### src/rtl/irq_sched.sv
// Prioritised, maskable interrupt scheduler for the KR580 core.
// Edge requests are latched, filtered by mask and in-service nesting, and issued by toggling irq.
module irq_sched #(
  parameter int          NSRC = 8,
  parameter logic [15:0] BASE = 16'h00F0,
  parameter int          GAP  = 4
) (
  input  logic            clock,
  input  logic            reset,
  input  logic [15:0]     address,
  input  logic [7:0]      out,
  input  logic            port_we,
  input  logic            port_rd,
  input  logic [NSRC-1:0] req,
  input  logic            iff1,
  output logic            irq,
  output logic [3:0]      vector,
  output logic [7:0]      rdata
);

  typedef enum logic {S_IDLE, S_WAIT} state_t;

  state_t          r_state, w_state_next;
  logic [NSRC-1:0] r_mask, r_pend, r_isr;
  logic [NSRC-1:0] w_mask_next, w_pend_next, w_isr_next;
  logic [3:0]      r_gap, w_gap_next;
  logic            r_irq, w_irq_next;
  logic [3:0]      r_vector, w_vector_next;

  logic [15:0]     w_off;
  logic            w_hit, w_wr_mask, w_wr_pend, w_wr_isr;
  logic [NSRC-1:0] w_blocked, w_elig, w_win_oh;
  logic [2:0]      w_win;
  logic            w_any, w_issue;
  logic            w_unused;

  assign w_unused  = port_rd;
  assign w_off     = address - BASE;
  assign w_hit     = (w_off < 16'd4);
  assign w_wr_mask = port_we & w_hit & (w_off[1:0] == 2'd0);
  assign w_wr_pend = port_we & w_hit & (w_off[1:0] == 2'd1);
  assign w_wr_isr  = port_we & w_hit & (w_off[1:0] == 2'd2);

  // A source is blocked when it or any higher-priority source is in service.
  genvar gi;
  generate
    for (gi = 0; gi < NSRC; gi = gi + 1) begin : g_src
      if (gi == 0) begin : g_first
        assign w_blocked[gi] = r_isr[gi];
      end else begin : g_rest
        assign w_blocked[gi] = w_blocked[gi-1] | r_isr[gi];
      end
      assign w_win_oh[gi] = (w_win == 3'(gi));
    end
  endgenerate

  assign w_elig = r_pend & ~r_mask & ~w_blocked;
  assign w_any  = |w_elig;

  always_comb begin
    w_win = 3'd0;
    for (int i = NSRC - 1; i >= 0; i--) begin
      if (w_elig[i]) w_win = 3'(i);
    end
  end

  assign w_issue = (r_state == S_IDLE) & iff1 & (r_gap == 4'd0) & w_any;

  always_comb begin
    w_state_next  = r_state;
    w_gap_next    = r_gap;
    w_irq_next    = r_irq;
    w_vector_next = r_vector;
    case (r_state)
      S_IDLE: begin
        if (w_issue) begin
          w_state_next  = S_WAIT;
          w_irq_next    = ~r_irq;
          w_vector_next = {1'b0, w_win} + 4'd1;
        end else if (r_gap != 4'd0) begin
          w_gap_next = r_gap - 4'd1;
        end
      end
      S_WAIT: begin
        if (!iff1) begin
          w_gap_next   = 4'(GAP);
          w_state_next = S_IDLE;
        end
      end
      default: w_state_next = S_IDLE;
    endcase

    w_mask_next = w_wr_mask ? out[NSRC-1:0] : r_mask;
    // Requests are OR-ed last so a same-cycle clear never loses a new event.
    w_pend_next = (r_pend & ~(w_wr_pend ? out[NSRC-1:0] : '0)
                          & ~(w_issue ? w_win_oh : '0)) | req;
    // x & (x-1) drops the lowest set bit, i.e. the highest-priority in-service source.
    w_isr_next  = (w_wr_isr ? (r_isr & (r_isr - NSRC'(1))) : r_isr)
                | (w_issue ? w_win_oh : '0);
  end

  always_ff @(posedge clock or posedge reset) begin
    if (reset) begin
      r_state  <= S_IDLE;
      r_gap    <= 4'd0;
      r_irq    <= 1'b0;
      r_vector <= 4'd0;
      r_mask   <= '1;
      r_pend   <= '0;
      r_isr    <= '0;
    end else begin
      r_state  <= w_state_next;
      r_gap    <= w_gap_next;
      r_irq    <= w_irq_next;
      r_vector <= w_vector_next;
      r_mask   <= w_mask_next;
      r_pend   <= w_pend_next;
      r_isr    <= w_isr_next;
    end
  end

  always_comb begin
    rdata = 8'hFF;
    if (w_hit) begin
      case (w_off[1:0])
        2'd0:    rdata = ~8'(~r_mask);
        2'd1:    rdata = 8'(r_pend);
        2'd2:    rdata = 8'(r_isr);
        default: rdata = {(r_state == S_WAIT), (r_gap != 4'd0), 2'b00, r_vector};
      endcase
    end
  end

  assign irq    = r_irq;
  assign vector = r_vector;

endmodule

### config.mk
export PLATFORM = sky130hd
export DESIGN_NAME = irq_sched
export DESIGN_NICKNAME = d
export VERILOG_FILES = /design/src/rtl/irq_sched.sv
export SDC_FILE = /design/constraint.sdc
export NUM_CORES = 1
export LEC_CHECK = 0
export CELL_PAD_IN_SITES_DETAIL_PLACEMENT = 0
export CELL_PAD_IN_SITES_GLOBAL_PLACEMENT = 1
export CORE_AREA = 2 2 57 99
export DETAILED_ROUTE_END_ITERATION = 8
export DIE_AREA = 0 0 59 101
export GPL_TIMING_DRIVEN = 0
export HOLD_SLACK_MARGIN = 0.06
export PLACE_DENSITY_LB_ADDON = 0.1
export SYNTH_ARGS = -nofsm -noshare
export SYNTH_HDL_FRONTEND = slang
export SYNTH_SLANG_ARGS = --single-unit
### constraint.sdc
create_clock -name clock -period 7.55 [get_ports clock]
set_input_delay 0.755 -clock clock [delete_from_list [all_inputs] [get_ports clock]]
set_output_delay 0.755 -clock clock [all_outputs]
set_load 0.01 [all_outputs]
==> results_dict.tcl <==
set metrics [dict create \
    finalWirelength_mm 5.25 \
    synth_top_area_share_pct 31.7 \
    startpoint "address[0]" \
    grt_pass1_vias 1822 \
    cp_num_buf_inv 3 \
    antenna_found_initial 0 \
    hpwlAfterDp_mm 4.12 \
    cts_inserted_buffers 5 \
    endpoint "rdata[6]" \
    drive_above_1_share_pct 20.3 \
    path_depth 5 \
    worstPathArrival_ns 3.12 \
    routedWlPerCell_um 17.4 \
    crit_family "buffers and inverters" \
    post_dp_cell_area_mm2 0.00259 \
    yosysMostFrequentCell "dfrtp_1" \
    dr.pass1.iters 4 \
    holdCritPathClass "register to register" \
    clkSinkCount 34 \
    power_density_mw_per_mm2 260 \
    async_flop_share_pct 100 \
    leakagePower_nw 1.12 \
    crit_top_cell "clkdlybuf4s50_1" \
    synth_ff_type "dfrtp_1" \
    syn-num-nets 236 \
    clock_skew_ns 0.00237 \
    finish.utilization_pct 52.3 \
    grt_usage_pct 19.8 \
    grt-ovfl-total 0 \
    die_width_um 59 \
    grt_first_pass_wirelength_mm 8.73 \
    synth_compound_area_share_pct 14.7 \
    max_clock_freq_mhz 258 \
    synth_top_family_by_area "simple AND/OR/NAND/NOR gates" \
    rsz0062_at_grt "false" \
    ys_seq_area_share_pct 42.0 \
    syn_area_mm2 0.00205 \
    cts_root_buf "clkbuf_8" \
    diodes 0 \
    ctsHoldBuffers 0 \
    h-tree-depth 2 \
    yosys.area.top_type "dfrtp_1" \
    r2r_setup_slack_ns 4.37 \
    ioPinCount 50 \
    total_power_mw 0.702 \
    min_period_over_period_pct 51.4 \
    synth-xor-area-share_pct 0.427 \
    cts.clk_slew.worst_paths_ns 0.07 \
    ant_nets 0 \
    cts.path.max_buffers 2 \
    drc 0 \
    crit_slowest_cell "mux4_1" \
    synthTopCellsByArea "dfrtp_1 (32%), dfstp_2 (10%), mux2_2 (5.5%), mux4_2 (5.5%), ha_1 (4.9%)" \
    ys_types 52 \
    tns_ns 0 \
    slowest_delay_ns 0.63 \
    worst_slew_pin_slew_ns 1.15 \
    maxCapViolations 0 \
    final_area_mm2 0.00271 \
    via_per_inst 5.68 \
    yosysWarnings 0 \
    via_count 1711 \
    status "finished, final reports clean" \
    start_util_pct 39.7 \
    synthSimpleGateAreaFrac_pct 20.5 \
    cp.required_ns 6.80 \
    ir_drop_uv 173 \
    cp_max_fo 10 \
    worstPathCellList "clkdlybuf4s50_1, buf_1, mux4_1, nand2b_1, clkdlybuf4s50_1" \
    regToRegEndpoint "vector[2]$_DFFE_PP0P_" \
    hold_viol 0 \
    portBuffers 47 \
    start_kind "primary input" \
    synth_commonest_cells "dfrtp_1 (26), nand2_1 (22), inv_1 (15)" \
    dieHeight_um 101 \
    crit_type "primary input to output pin" \
    worstRegToRegCells 8 \
    synthMuxAreaShare_pct 13.7 \
    critPathCaptureType "output pin" \
    fp-row-count 35 \
    place_congestion 0.797 \
    ys_ff_latch 34 \
    slew-limit-headroom_pct 22.6 \
    synth_edf_count 0 \
    setup_violations 0 \
    slew_viol_final 0 \
    postSynthAreaPerCell_um2 10.7 \
    syn_inst 191 \
    grt_max_degree 35 \
    cts_tree "done" \
    num-nets-final 290 \
    synthAdderAreaFrac_pct 4.88 \
    insertion_delay_ns 0.29 \
    post_cts_buffers 0 \
    coreArea_mm2 0.00517 \
    syn2layout_area_growth_pct 32.0 \
    final.min_clock_period_ns 3.88 \
    rr_startpoint "r_isr[0]$_DFF_PP0_" \
    drt_iter0_markers 39 \
    die-area_mm2 0.00596 \
    cts.repair.resized 0 \
]
[through the flow]
| stage | std cells | hold WS, ns | setup WS, ns |
|---|---|---|---|
| after floorplan | 191 | 0.463 | 4.86 |
| after global placement | 293 | 0.457 | 3.64 |
| after detailed placement | 293 | 0.459 | 3.63 |
| after CTS | 301 | 0.476 | 3.63 |
| after global routing | 301 | 0.492 | 3.52 |
| final | 301 | 0.471 | 3.67 |
[routing by layer]
metal | routed length [µm] | vias to the layer above | share of wire, % | GRT usage, %
met1 | 2070 | 840 | 39 | 21.2
met2 | 2830 | 43 | 54 | 35.1
li1 | - | 817 | - | -
met3 | 183 | 11 | 3.5 | 3.85
met4 | 168 | 0 | 3.2 | 10.5
met5 | 0 | - | 0 | 0
[cells by family (layout without fill, tap and decap cells)]
logic type      after synthesis  after routing
fa+ha+maj                     8              8
simple gates                 71             71
mux                          19             19
compound gates               38             38
flops                        34             34
xor+xnor                      1              1
buf+inv                      20             75
[registers in the layout (all words and copies together), names as in the netlist]
name,count
r_isr,8
r_mask,8
r_pend,8
r_gap,4
vector,4
irq,1
r_state,1
[worst min-delay path by stage]
stage | from | end | cells past startpoint
3_3_place_gp | irq$_DFFE_PP0P_ | irq$_DFFE_PP0P_ | 1
3_5_place_dp | irq$_DFFE_PP0P_ | irq$_DFFE_PP0P_ | 1
5_1_grt | irq$_DFFE_PP0P_ | irq$_DFFE_PP0P_ | 1
6_report | irq$_DFFE_PP0P_ | irq$_DFFE_PP0P_ | 1
4_1_cts | irq$_DFFE_PP0P_ | irq$_DFFE_PP0P_ | 1
2_1_floorplan | r_gap[0]$_DFFE_PP0P_ | r_gap[0]$_DFFE_PP0P_ | 1
[cells in the final DEF, fill, tap and decap left out, drive strengths merged, types with 3 or more instances in the layout]
cell type,netlist,final
nand2b,11,11
inv,15,15
nor2,5,5
clkbuf,3,11
nand2,22,22
mux2i,3,3
nor4,3,3
o31ai,4,4
nor3,4,4
o21ai,7,7
mux2,10,10
ha,8,8
nand3,5,5
a21oi,6,6
mux4,6,6
a31o,7,7
dfstp,8,8
or3,3,3
clkdlybuf4s50,0,47
dfrtp,26,26
[power by group]
group          total [mW]  internal (mW)  switching (mW)  leakage (nW)
Clock               0.157         0.0921          0.0647        0.0575
Sequential          0.267          0.223          0.0440         0.381
Combinational       0.279          0.139           0.140         0.678
Total               0.702          0.454           0.248          1.12
[final cells by class]
cell class / count / area [µm²]
fillers: 491 / 2460
multi-input cells: 137 / 1120
flip-flops and latches: 34 / 861
repair buffers: 47 / 470
clock buffers: 8 / 110
well taps: 55 / 68.8
inverters: 15 / 56.3
plain buffers: 5 / 22.5
(Power assumes the default switching activity.)
